--- src/rtl/result_display_if.sv ---
// Result display bus: groups the load/capture inputs and the display/result
// outputs of result_display.
//   load_done  : one-cycle pulse, new image registered into the network
//   img_index  : image number (0..999, larger values saturate)
//   ntk_out    : one-hot network classification
//   an/seg/dp  : active-low 7-segment drive (an[3] leftmost, seg = gfedcba)
//   pred_valid : prediction and BCD index are stable
//   pred_digit : decoded prediction, 4'hF on error
//   err        : ntk_out was not one-hot at capture
interface result_display_if;
  logic       load_done;
  logic [9:0] img_index;
  logic [9:0] ntk_out;
  logic [3:0] an;
  logic [6:0] seg;
  logic       dp;
  logic       pred_valid;
  logic [3:0] pred_digit;
  logic       err;

  // master drives the image/network side, slave is the display block
  modport master (
    output load_done, img_index, ntk_out,
    input  an, seg, dp, pred_valid, pred_digit, err
  );
  modport slave (
    input  load_done, img_index, ntk_out,
    output an, seg, dp, pred_valid, pred_digit, err
  );
endinterface

--- src/rtl/result_display.sv ---
// result_display: waits SETTLE_CYCLES after load_done, captures the one-hot
// network output, converts the latched image index to BCD (shift-add-3, one
// bit per cycle) and multiplexes prediction + index onto four 7-seg digits.
//   clk   : sole clock, rising edge
//   rst_n : asynchronous active-low reset
//   bus   : result_display_if.slave (load/capture inputs, display/results)
module result_display #(
  parameter int SETTLE_CYCLES = 4,
  parameter int SCAN_DIV      = 65536,
  parameter int SCAN_WIDTH    = 16
) (
  input  logic             clk,
  input  logic             rst_n,
  result_display_if.slave  bus
);
  typedef enum logic [1:0] {IDLE, SETTLE, CONVERT, SHOW} state_e;

  localparam logic [7:0]            SETTLE_LAST = 8'(SETTLE_CYCLES - 1);
  localparam logic [SCAN_WIDTH-1:0] SCAN_LAST   = SCAN_WIDTH'(SCAN_DIV - 1);
  localparam logic [6:0]            SEG_DASH    = 7'b0111111;

  state_e      state_q, state_d;
  logic [7:0]  settle_q, settle_d;
  logic [3:0]  bitcnt_q, bitcnt_d;
  logic [9:0]  bin_q, bin_d;       // latched index, shifted out MSB first
  logic [11:0] bcd_q, bcd_d;       // {hundreds, tens, ones}
  logic [3:0]  pdig_q, pdig_d;
  logic        err_q, err_d;
  logic        pvld_q, pvld_d;

  logic [SCAN_WIDTH-1:0] scan_q, scan_d;
  logic [1:0]  sel_q, sel_d;
  logic [3:0]  an_q, an_d;
  logic [6:0]  seg_q, seg_d;
  logic        dp_q, dp_d;

  // one-hot decode of the network output
  logic [3:0] hot_cnt, hot_idx;
  always_comb begin
    hot_cnt = '0;
    hot_idx = '0;
    for (int k = 0; k < 10; k++) begin
      if (bus.ntk_out[k]) begin
        hot_cnt = hot_cnt + 4'd1;
        hot_idx = 4'(k);
      end
    end
  end

  // double-dabble correction applied before each shift
  function automatic logic [11:0] add3(input logic [11:0] b);
    logic [11:0] r;
    r = b;
    for (int n = 0; n < 3; n++)
      if (r[n*4 +: 4] >= 4'd5) r[n*4 +: 4] = r[n*4 +: 4] + 4'd3;
    return r;
  endfunction

  function automatic logic [6:0] seg7(input logic [3:0] d);
    logic [6:0] s;
    case (d)
      4'd0: s = 7'b1000000;
      4'd1: s = 7'b1111001;
      4'd2: s = 7'b0100100;
      4'd3: s = 7'b0110000;
      4'd4: s = 7'b0011001;
      4'd5: s = 7'b0010010;
      4'd6: s = 7'b0000010;
      4'd7: s = 7'b1111000;
      4'd8: s = 7'b0000000;
      4'd9: s = 7'b0010000;
      default: s = SEG_DASH;
    endcase
    return s;
  endfunction

  logic [11:0] bcd_adj;
  assign bcd_adj = add3(bcd_q);

  // FSM next state + datapath
  always_comb begin
    state_d  = state_q;
    settle_d = settle_q;
    bitcnt_d = bitcnt_q;
    bin_d    = bin_q;
    bcd_d    = bcd_q;
    pdig_d   = pdig_q;
    err_d    = err_q;
    pvld_d   = pvld_q;
    if (bus.load_done) begin
      // a new load always wins, even mid-conversion
      state_d  = SETTLE;
      settle_d = '0;
      bin_d    = (bus.img_index > 10'd999) ? 10'd999 : bus.img_index;
      pvld_d   = 1'b0;
    end else begin
      unique case (state_q)
        IDLE: ;
        SETTLE: begin
          if (settle_q == SETTLE_LAST) begin
            if (hot_cnt == 4'd1) begin
              err_d  = 1'b0;
              pdig_d = hot_idx;
            end else begin
              err_d  = 1'b1;
              pdig_d = 4'hF;
            end
            bcd_d    = '0;
            bitcnt_d = '0;
            state_d  = CONVERT;
          end else begin
            settle_d = settle_q + 8'd1;
          end
        end
        CONVERT: begin
          bcd_d    = {bcd_adj[10:0], bin_q[9]};
          bin_d    = {bin_q[8:0], 1'b0};
          bitcnt_d = bitcnt_q + 4'd1;
          if (bitcnt_q == 4'd9) begin
            state_d = SHOW;
            pvld_d  = 1'b1;
          end
        end
        SHOW: ;
        default: state_d = IDLE;
      endcase
    end
  end

  // digit scan + display encoding
  always_comb begin
    logic [3:0] dval;
    logic       dash;
    dval  = '0;
    dash  = 1'b1;
    scan_d = (scan_q == SCAN_LAST) ? '0 : scan_q + SCAN_WIDTH'(1);
    sel_d  = (scan_q == SCAN_LAST) ? sel_q + 2'd1 : sel_q;
    if (pvld_q) begin
      dash = 1'b0;
      unique case (sel_q)
        2'd3: begin dval = pdig_q; dash = err_q; end
        2'd2: dval = bcd_q[11:8];
        2'd1: dval = bcd_q[7:4];
        default: dval = bcd_q[3:0];
      endcase
    end
    seg_d = dash ? SEG_DASH : seg7(dval);
    an_d  = ~(4'b0001 << sel_q);
    dp_d  = ~((sel_q == 2'd3) && err_q && pvld_q);
  end

  always_ff @(posedge clk or negedge rst_n) begin
    if (!rst_n) begin
      state_q  <= IDLE;
      settle_q <= '0;
      bitcnt_q <= '0;
      bin_q    <= '0;
      bcd_q    <= '0;
      pdig_q   <= '0;
      err_q    <= 1'b0;
      pvld_q   <= 1'b0;
      scan_q   <= '0;
      sel_q    <= '0;
      an_q     <= 4'b1110;
      seg_q    <= SEG_DASH;
      dp_q     <= 1'b1;
    end else begin
      state_q  <= state_d;
      settle_q <= settle_d;
      bitcnt_q <= bitcnt_d;
      bin_q    <= bin_d;
      bcd_q    <= bcd_d;
      pdig_q   <= pdig_d;
      err_q    <= err_d;
      pvld_q   <= pvld_d;
      scan_q   <= scan_d;
      sel_q    <= sel_d;
      an_q     <= an_d;
      seg_q    <= seg_d;
      dp_q     <= dp_d;
    end
  end

  assign bus.an         = an_q;
  assign bus.seg        = seg_q;
  assign bus.dp         = dp_q;
  assign bus.pred_valid = pvld_q;
  assign bus.pred_digit = pdig_q;
  assign bus.err        = err_q;
endmodule

--- src/flat_wrapper.sv ---
// flat-port wrapper written by rule: the top's interface ports become plain ports
module result_display_flat 
#(
  parameter int SETTLE_CYCLES = 4,
  parameter int SCAN_DIV      = 65536,
  parameter int SCAN_WIDTH    = 16
)
  (clk, rst_n, bus_load_done, bus_img_index, bus_ntk_out, bus_an, bus_seg, bus_dp, bus_pred_valid, bus_pred_digit, bus_err);
  result_display_if bus_i ();
  input  logic clk;
  input  logic rst_n;
  input wire logic [$bits(bus_i.load_done)-1:0] bus_load_done;
  input wire logic [$bits(bus_i.img_index)-1:0] bus_img_index;
  input wire logic [$bits(bus_i.ntk_out)-1:0] bus_ntk_out;
  output wire logic [$bits(bus_i.an)-1:0] bus_an;
  output wire logic [$bits(bus_i.seg)-1:0] bus_seg;
  output wire logic [$bits(bus_i.dp)-1:0] bus_dp;
  output wire logic [$bits(bus_i.pred_valid)-1:0] bus_pred_valid;
  output wire logic [$bits(bus_i.pred_digit)-1:0] bus_pred_digit;
  output wire logic [$bits(bus_i.err)-1:0] bus_err;
  assign bus_i.load_done = bus_load_done;
  assign bus_i.img_index = bus_img_index;
  assign bus_i.ntk_out = bus_ntk_out;
  assign bus_an = bus_i.an;
  assign bus_seg = bus_i.seg;
  assign bus_dp = bus_i.dp;
  assign bus_pred_valid = bus_i.pred_valid;
  assign bus_pred_digit = bus_i.pred_digit;
  assign bus_err = bus_i.err;
  result_display #(.SETTLE_CYCLES(SETTLE_CYCLES), .SCAN_DIV(SCAN_DIV), .SCAN_WIDTH(SCAN_WIDTH)) u_core (.clk(clk), .rst_n(rst_n), .bus(bus_i));
endmodule
--- config.mk ---
export PLATFORM = sky130hd
export DESIGN_NAME = result_display_flat
export DESIGN_NICKNAME = d
export VERILOG_FILES = /design/src/rtl/result_display_if.sv /design/src/rtl/result_display.sv /design/src/flat_wrapper.sv
export SDC_FILE = /design/constraint.sdc
export NUM_CORES = 1
export LEC_CHECK = 0
export CAP_MARGIN = 10
export CORE_UTILIZATION = 30
export DETAILED_ROUTE_END_ITERATION = 10
export HOLD_SLACK_MARGIN = 0.1
export PLACE_DENSITY_LB_ADDON = 0.05
export SETUP_SLACK_MARGIN = 0.1
export SYNTH_ARGS = -nofsm -noshare
export SYNTH_HDL_FRONTEND = slang
export SYNTH_SLANG_ARGS = --single-unit
--- constraint.sdc ---
create_clock -name clk -period 2.7 [get_ports clk]
set_clock_uncertainty 0.1 [all_clocks]
set_input_delay 0.27 -clock clk [delete_from_list [all_inputs] [get_ports clk]]
set_output_delay 0.27 -clock clk [all_outputs]
set_load 0.05 [all_outputs]
==> qor.yml, run 1 <==
run_status: "finished with violations"
synth_commonest_cells: "dfrtp_1, nand2_1, nor2_1"
ctsLongestPathBuffers: 2
worst_pin_slew_ns: 0.6894
path_depth: 32
finalPower_w: 0.004414
clkTransAtPathRegs_ns: 0.06
antenna_found_initial: 0
clock.fmax_mhz: 200.4
die-width_um: 126.7
violations: "setup timing"
drive_above_1_share: 0.2309
die_area_sq_mm: 0.01604
layout.cells.non_filler: 803
slew_viol_final: 0
max_stage_delay_ns: 0.31
cts-root-buf: "clkbuf_16"
crit_buf_inv: 5
ys.flop_type: "dfrtp_1"
synthesis.area_sq_mm: 0.004662
cts_tree: "yes"
arrival_ns: 5.09
htreeDepth: 3
synth_enable_flop_cells: 0
dp.cells: 778
overflow: 0
grt_setup_unrepaired: "true"
crit_type: "primary input to register"
critPathMostFrequentCell: "ha_4"
grt_pass1_vias: 3798
io_pins: 41
p_per_area_mw_per_mm2: 697.6
cts.sinks: 72
fill_cells: 1505
hp-class: "register to register"
setup_viol: 5
multi_input_area_sq_mm: 0.002902
vias_per_cell: 4.777
grt_pass1_wl_um: 18550
fin_crit_ns: 4.991
drc: 0
routedWlPerCell_um: 13.62
syn_inst: 506
syn-num-nets: 558
cp_slowest_cell: "nor4b_4"
required_ns: 2.80
dr.first_iter.drc_count: 179
num_rows: 45
area_growth_pct: 35.72
port_buffers: 40
cp_max_fo: 5
nets: 662
timing.final.crit_share: 1.848
die_h_um: 126.7
p_leak_nw: 2.733
reg2regPathDepth: 8
max_slew_margin: 0.5363
start_kind: "primary input"
ant_nets: 0
synth_cell_types: 61
postSynthAreaPerCell_sq_um: 9.213
drtPass1Iterations: 4
vias: 3836
synthTopCellsByArea: "dfrtp_1, ha_1, dfstp_2"
cts_buffers: 9
gp_congestion: 0.8473
setup_slack_ns: -2.291
grt_max_degree: 73
track_usage: 0.1442
yosys_register_bits: 72
ys.warnings.count: 0
cp-end-kind: "register"
start_util: 0.3067
drt_wl_total_um: 10940
seqCellArea_sq_mm: 0.001814
core_sq_mm: 0.01520
clkLatencyLatePin_ns: 0.34
dp.final_hpwl_um: 7997
critical-path-top-delay-family: "adder cells"
maxCapViolations: 0
ir_drop_mv: 0.3066
yosys.area.top_type_share: 0.3328
hold_viol: 0
synth_area_leader_cell: "dfrtp_1"
yosysSeqAreaShare: 0.3892
diodes: 0
min_path_cells: 1
synthArstFlopShare: 1.000
registers in the layout (all words and copies together), names as in the netlist:
register               cells
u_core.scan_q             16
u_core.bcd_q              12
u_core.bin_q              10
u_core.settle_q            8
u_core.bus.seg             7
u_core.bitcnt_q            4
u_core.bus.an              4
u_core.bus.pred_digit      4
u_core.sel_q               2
u_core.state_q             2
u_core.bus.dp              1
u_core.bus.err             1
u_core.bus.pred_valid      1
cells by family after synthesis:
kind of cell / after synthesis / synth area share
xor+xnor: 51 / 0.1283
fa+ha+maj: 29 / 0.07783
mux: 12 / 0.02603
compound gates: 96 / 0.1361
flops: 72 / 0.3892
simple gates: 199 / 0.2002
buf+inv: 47 / 0.04240
cells in the final DEF, fill, tap and decap left out, types with 3 or more instances in the layout:
master	n
a21oi_1	21
a222oi_1	4
and2_1	8
and3_1	6
buf_4	68
clkbuf_16	9
clkdlybuf4s50_1	36
clkinv_2	3
dfrtp_1	62
dfstp_2	10
ha_1	21
ha_4	6
inv_1	24
mux2i_1	11
nand2_1	59
nand2_4	3
nand2b_1	6
nand3_1	10
nand4_1	10
nor2_1	61
nor2b_1	3
nor3_1	12
nor4b_1	3
o21ai_0	32
o22a_1	3
o31ai_1	9
or3_1	4
xnor2_1	26
xnor3_1	5
xor2_1	13
power by group:
part	total, W	internal, W	switching (W)	leakage [nW]
clock network	0.00112	0.000668	0.000455	0.141
registers	0.00142	0.00123	0.000189	0.902
logic	0.00187	0.000905	0.000966	1.69
worst register-to-register path, delay by kind of cell (launching register included):
family | cells | cell delay (ns)
compound gates | 3 | 0.49
fa+ha+maj | 1 | 0.23
flops | 1 | 0.39
simple gates | 4 | 1.18
worst paths after layout:
| check | start | to | slack, ns |
|---|---|---|---|
| max | bus_ntk_out[1] | u_core.bus.pred_digit[3] | -2.29 |
| min | u_core.scan_q[4] | u_core.scan_q[4] | 0.37 |
| max reg2reg | u_core.settle_q[0] | u_core.bus.pred_digit[3] | 0.17 |
| min reg2reg | u_core.scan_q[4] | u_core.scan_q[4] | 0.37 |
| max in group asynchronous | rst_n | u_core.bcd_q[9] | 1.79 |
| min in group asynchronous | rst_n | u_core.bus.seg[6] | 0.38 |
layer usage:
metal  GRT usage  wire [um]
met5           0          0
met4     0.04622        142
met3     0.02784        244
met2      0.2392       5226
met1      0.1894       5326
stage by stage:
stage | util | TNS [ns] | setup slack [ns] | hold slack [ns] | instance area (sq um)
floorplan | - | -11.53 | -2.313 | -0.1256 | 4785
global placement | 0.3830 | -15.43 | -3.115 | 0.2391 | 5823
detailed placement | 0.3830 | -15.87 | -3.227 | 0.2408 | 5823
CTS | 0.4096 | -11.66 | -2.356 | 0.3769 | 6227
global route | 0.4162 | -12.25 | -2.511 | 0.3899 | 6327
finish | 0.4162 | -11.20 | -2.291 | 0.3719 | 6327
area by class of cell:
type,instances,area share
timing repair buffer,113,0.1538
multi-input combinational,387,0.4586
clock inverter,5,0.004944
inverter,27,0.01879
clock buffer,11,0.03994
sequential,72,0.2867
tap,188,0.03718
what timing repair did:
item                                   CTS  global route
endpoints found under the hold margin   62             0
setup endpoints to repair                5             5
pin swaps                               21            16
gates resized for setup                 25            14
setup buffers                            4             4
hold buffers                             1             0
Note: power is estimated with default switching activity, not from simulation.
==> run 2, diff against run 1 <==
MAX_ROUTING_LAYER = met4   (was default)
PLACE_DENSITY = 0.51   (was default)
PLACE_DENSITY_LB_ADDON = default   (was 0.05)
==> qor.yml, run 2 (same netlist as run 1, synthesis figures left out) <==
vias_per_cell: 4.811
die_h_um: 126.7
cts.sinks: 72
switching_share: 0.3554
max_slew_margin: 0.5360
seqPwrFrac: 0.313
timing.final.crit_share: 1.841
top_register: "u_core.scan_q"
final_area_sq_mm: 0.006370
die-width_um: 126.7
reg.largest.list: "u_core.scan_q x16, u_core.bcd_q x12, u_core.bin_q x10"
violations: "setup timing"
grt_pass1_wl_um: 18770
hp-class: "register to register"
required_ns: 2.79
final_cell_mix: "buf_4, dfrtp_1, nor2_1, nand2_1, clkdlybuf4s50_1"
p_int_w: 0.002920
num_rows: 45
cts-root-buf: "clkbuf_16"
drc: 0
cp_slowest_cell: "a2111oi_4"
setup_slack_ns: -2.271
ant_nets: 0
cts_buffers: 9
maxCapViolations: 0
finalPower_w: 0.004529
overflow: 0
clkLatencyLatePin_ns: 0.33
cp_max_fo: 7
core_sq_mm: 0.01520
nets: 663
vias: 3868
track_usage: 0.1491
drtPass1Iterations: 5
gp_congestion: 0.7732
port_buffers: 40
htreeDepth: 3
grtUsageMet2: 0.2294
grt_max_degree: 44
drt_wl_total_um: 10840
fin_crit_ns: 4.971
antenna_found_initial: 0
final_common_cell: "buf_4"
p_sw_w: 0.001610
ir_drop_mv: 0.3118
io_pins: 41
drive_above_1_share: 0.2305
die_area_sq_mm: 0.01604
start_kind: "primary input"
grtUsageMet1: 0.2012
crit_type: "primary input to register"
use_met3: 0.03079
place_area_sq_mm: 0.005818
max_stage_delay_ns: 0.37
slew_viol_final: 0
clock.fmax_mhz: 201.2
cp-end-kind: "register"
dr.first_iter.drc_count: 236
worst_pin_slew_ns: 0.6953
diodes: 0
grt_setup_unrepaired: "true"
clockPowerShare: 0.271
largest_reg_flops: 16
whs_ns: 0.3745
grt_pass1_vias: 3817
area_growth_pct: 36.63
cts_tree: "yes"
hold_viol: 0
post-place-ws_ns: -3.254
ctsLongestPathBuffers: 2
routedWlPerCell_um: 13.48
start_util: 0.3067
run_status: "finished with violations"
utilization: 0.4190
grt.busiest_layer: "met2"
p_leak_nw: 2.737
arrival_ns: 5.06
setup_viol: 5
clkTransAtPathRegs_ns: 0.06
critPathMostFrequentCell: "ha_4"
p_comb_frac: 0.416
dp.final_hpwl_um: 7994
p_per_area_mw_per_mm2: 711.1
==> run 2: final timing paths <==
kind,start,endpoint,slack [ns],depth (start not counted)
hold / removal,u_core.scan_q[4],u_core.scan_q[4],0.37,1
max in group asynchronous,rst_n,u_core.bus.seg[1],1.38,3
setup / recovery,bus_ntk_out[1],u_core.bus.pred_digit[2],-2.27,31
hold reg to reg,u_core.scan_q[4],u_core.scan_q[4],0.37,1
setup reg to reg,u_core.settle_q[0],u_core.bus.pred_digit[2],-0.01,8
min in group asynchronous,rst_n,u_core.bus.an[0],0.41,2
==> run 2: through the flow <==
step	instances	setup TNS (ns)
2_1_floorplan	506	-11.53
3_3_place_gp	779	-15.28
3_5_place_dp	779	-16.12
4_1_cts	801	-11.87
5_1_grt	804	-12.25
6_report	804	-11.24
==> run 2: power groups by stage <==
stage                     sequential [W]  clock, W  combinational [W]
after floorplan                  0.00149         0            0.00105
after global placement           0.00143         0            0.00167
after detailed placement         0.00144         0            0.00172
after CTS                        0.00142   0.00127            0.00181
after global routing             0.00145   0.00132            0.00208
final                            0.00142   0.00123            0.00188
==> run 2: per-layer routing <==
metal / share of wire / vias up
met5: 0 / -
met4: 0.0071 / 0
met3: 0.034 / 8
met2: 0.46 / 74
met1: 0.50 / 1815
li1: - / 1971
==> run 2: repair_timing <==
action,in CTS,in global routing
endpoints found under the setup margin,5,9
pin swaps,19,21
hold buffers,1,0
cloned,0,0
endpoints found under the hold margin,20,0
buffers inserted,5,3
gates resized for setup,22,19
==> run 2: final cells by class <==
| type | instances | area [sq um] |
|---|---|---|
| clock inverters | 2 | 37.54 |
| well taps | 188 | 235.2 |
| clock buffers | 14 | 274.0 |
| repair buffers | 114 | 972.2 |
| inverters | 27 | 118.9 |
| flip-flops and latches | 72 | 1814 |
| fillers | 1477 | 8832 |
| multi-input cells | 387 | 2918 |
==> run 2: critical path: cells and delay by family <==
kind	cells	cell delay, ns
multiplexers	1	0.28
buffers and inverters	5	0.48
AND/OR/NAND/NOR	8	0.52
adder cells (fa/ha/maj)	8	1.97
XOR/XNOR	1	0.14
AO/OA/AOI/OAI	8	1.41
==> run 3, diff against run 2 <==
--- a/config.mk
+++ b/config.mk
@@ -11,3 +11,2 @@
 export HOLD_SLACK_MARGIN = 0.1
-export MAX_ROUTING_LAYER = met4
 export PLACE_DENSITY = 0.51
==> constraint.sdc (replaced) <==
create_clock -name clk -period 2.7 [get_ports clk]
set_clock_uncertainty 0.1 [all_clocks]
set_input_delay 0.81 -clock clk [delete_from_list [all_inputs] [get_ports clk]]
set_output_delay 0.81 -clock clk [all_outputs]
set_load 0.05 [all_outputs]
==> qor.yml, run 3 (same netlist as run 1, synthesis figures left out) <==
setup_viol: 5
ant_nets: 0
critical-path-top-delay-family: "adder cells"
drt_wl_total_um: 10740
cts_buffers: 9
cp_max_fo: 5
die_h_um: 126.7
clock.fmax_mhz: 182.6
timing.final.crit_share: 2.028
routedWlPerCell_um: 13.12
maxCapViolations: 0
drive_above_1_share: 0.2524
cp-startpoint: "bus_ntk_out[1]"
setup_slack_ns: -2.775
cp-end-kind: "register"
htreeDepth: 3
die-width_um: 126.7
critPathMostFrequentCell: "ha_4"
overflow: 0
nets: 677
track_usage: 0.1435
max_slew_margin: 0.5776
port_buffers: 40
reg.largest.list: "u_core.scan_q x16, u_core.bcd_q x12, u_core.bin_q x10"
fin_crit_ns: 5.475
clkLatencyLatePin_ns: 0.33
clkTransAtPathRegs_ns: 0.06
grt_pass1_vias: 3941
ctsLongestPathBuffers: 2
crit_type: "primary input to register"
largest_reg_flops: 16
top_register: "u_core.scan_q"
crit_buf_inv: 4
start_util: 0.3067
arrival_ns: 5.57
antenna_found_initial: 0
worst_pin_slew_ns: 0.6313
cts-root-buf: "clkbuf_16"
num_rows: 45
area_growth_pct: 37.68
diodes: 0
violations: "setup timing"
grt_setup_unrepaired: "true"
p_leak_nw: 2.798
grt_pass1_wl_um: 18630
slew_viol_final: 0
core_sq_mm: 0.01520
drtPass1Iterations: 4
tns_ns: -13.61
final_cell_mix: "buf_4, dfrtp_1, nor2_1, nand2_1, clkdlybuf4s50_1"
gp_congestion: 0.7664
r2r_start: "u_core.settle_q[0]"
final_area_sq_mm: 0.006419
final_common_cell: "buf_4"
endpoint: "u_core.bus.pred_digit[1]"
max_stage_delay_ns: 0.32
reg2regPathDepth: 8
cts_tree: "yes"
p_per_area_mw_per_mm2: 708.9
finalPower_w: 0.004550
path_depth: 31
start_kind: "primary input"
ir_drop_mv: 0.3558
hold_viol: 0
cp_slowest_cell: "a2111oi_4"
hp-class: "register to register"
r2r_slack_ns: 0.09
post-place-ws_ns: -3.743
worst_r2r_endpoint: "u_core.bus.pred_digit[1]"
dp.final_hpwl_um: 8050
io_pins: 41
required_ns: 2.79
place_area_sq_mm: 0.005866
dr.first_iter.drc_count: 194
drc: 0
vias_per_cell: 4.789
vias: 3917
run_status: "finished with violations"
grt_max_degree: 45
cts.sinks: 72
die_area_sq_mm: 0.01604
run 3: routing by layer:
| metal | part of all wire | global-route usage | wire length [um] | vias up |
|---|---|---|---|---|
| li1 | - | - | - | 2000 |
| met1 | 0.50 | 0.1939 | 5403 | 1855 |
| met2 | 0.47 | 0.2389 | 5006 | 56 |
| met3 | 0.025 | 0.02573 | 267 | 6 |
| met4 | 0.0053 | 0.03361 | 57 | 0 |
| met5 | 0 | 0 | 0 | - |
run 3: timing repair:
action,4_1_cts,5_1_grt
pin swaps,19,18
cloned,0,0
buffers inserted,12,4
gates resized for setup,22,18
setup endpoints to repair,5,5
hold buffers,0,0
run 3: cell type report:
cell class	instances	area (sq um)
Clock inverter	5	55.05
Fill cell	1485	8783
Clock buffer	11	252.7
Timing Repair Buffer	128	1066
Multi-Input combinational cell	387	2877
Sequential cell	72	1814
Tap cell	188	235.2
Inverter	27	118.9
run 3: through the flow:
step                cells  hold WS, ns  utilization
CTS                   815       0.3830       0.4165
global placement      787       0.3540       0.3858
detailed placement    787       0.3700       0.3858
floorplan             506       0.3387            -
finish                818       0.3715       0.4222
global route          818       0.4027       0.4222
run 3: worst min-delay path by stage:
stage | from | to | slack, ns | depth (start not counted)
finish | u_core.scan_q[14] | u_core.scan_q[14] | 0.37 | 1
detailed placement | u_core.scan_q[14] | u_core.scan_q[14] | 0.37 | 1
floorplan | u_core.scan_q[4] | u_core.scan_q[4] | 0.34 | 1
CTS | u_core.scan_q[14] | u_core.scan_q[14] | 0.38 | 1
global placement | u_core.scan_q[4] | u_core.scan_q[4] | 0.35 | 1
global route | u_core.scan_q[14] | u_core.scan_q[14] | 0.40 | 1
run 3: where the power goes:
group | switching [W] | internal [W] | total, W
Combinational | 0.000977 | 0.000947 | 0.00192
Clock | 0.000447 | 0.000762 | 0.00121
Sequential | 0.000187 | 0.00123 | 0.00142
Total | 0.00161 | 0.00294 | 0.00455
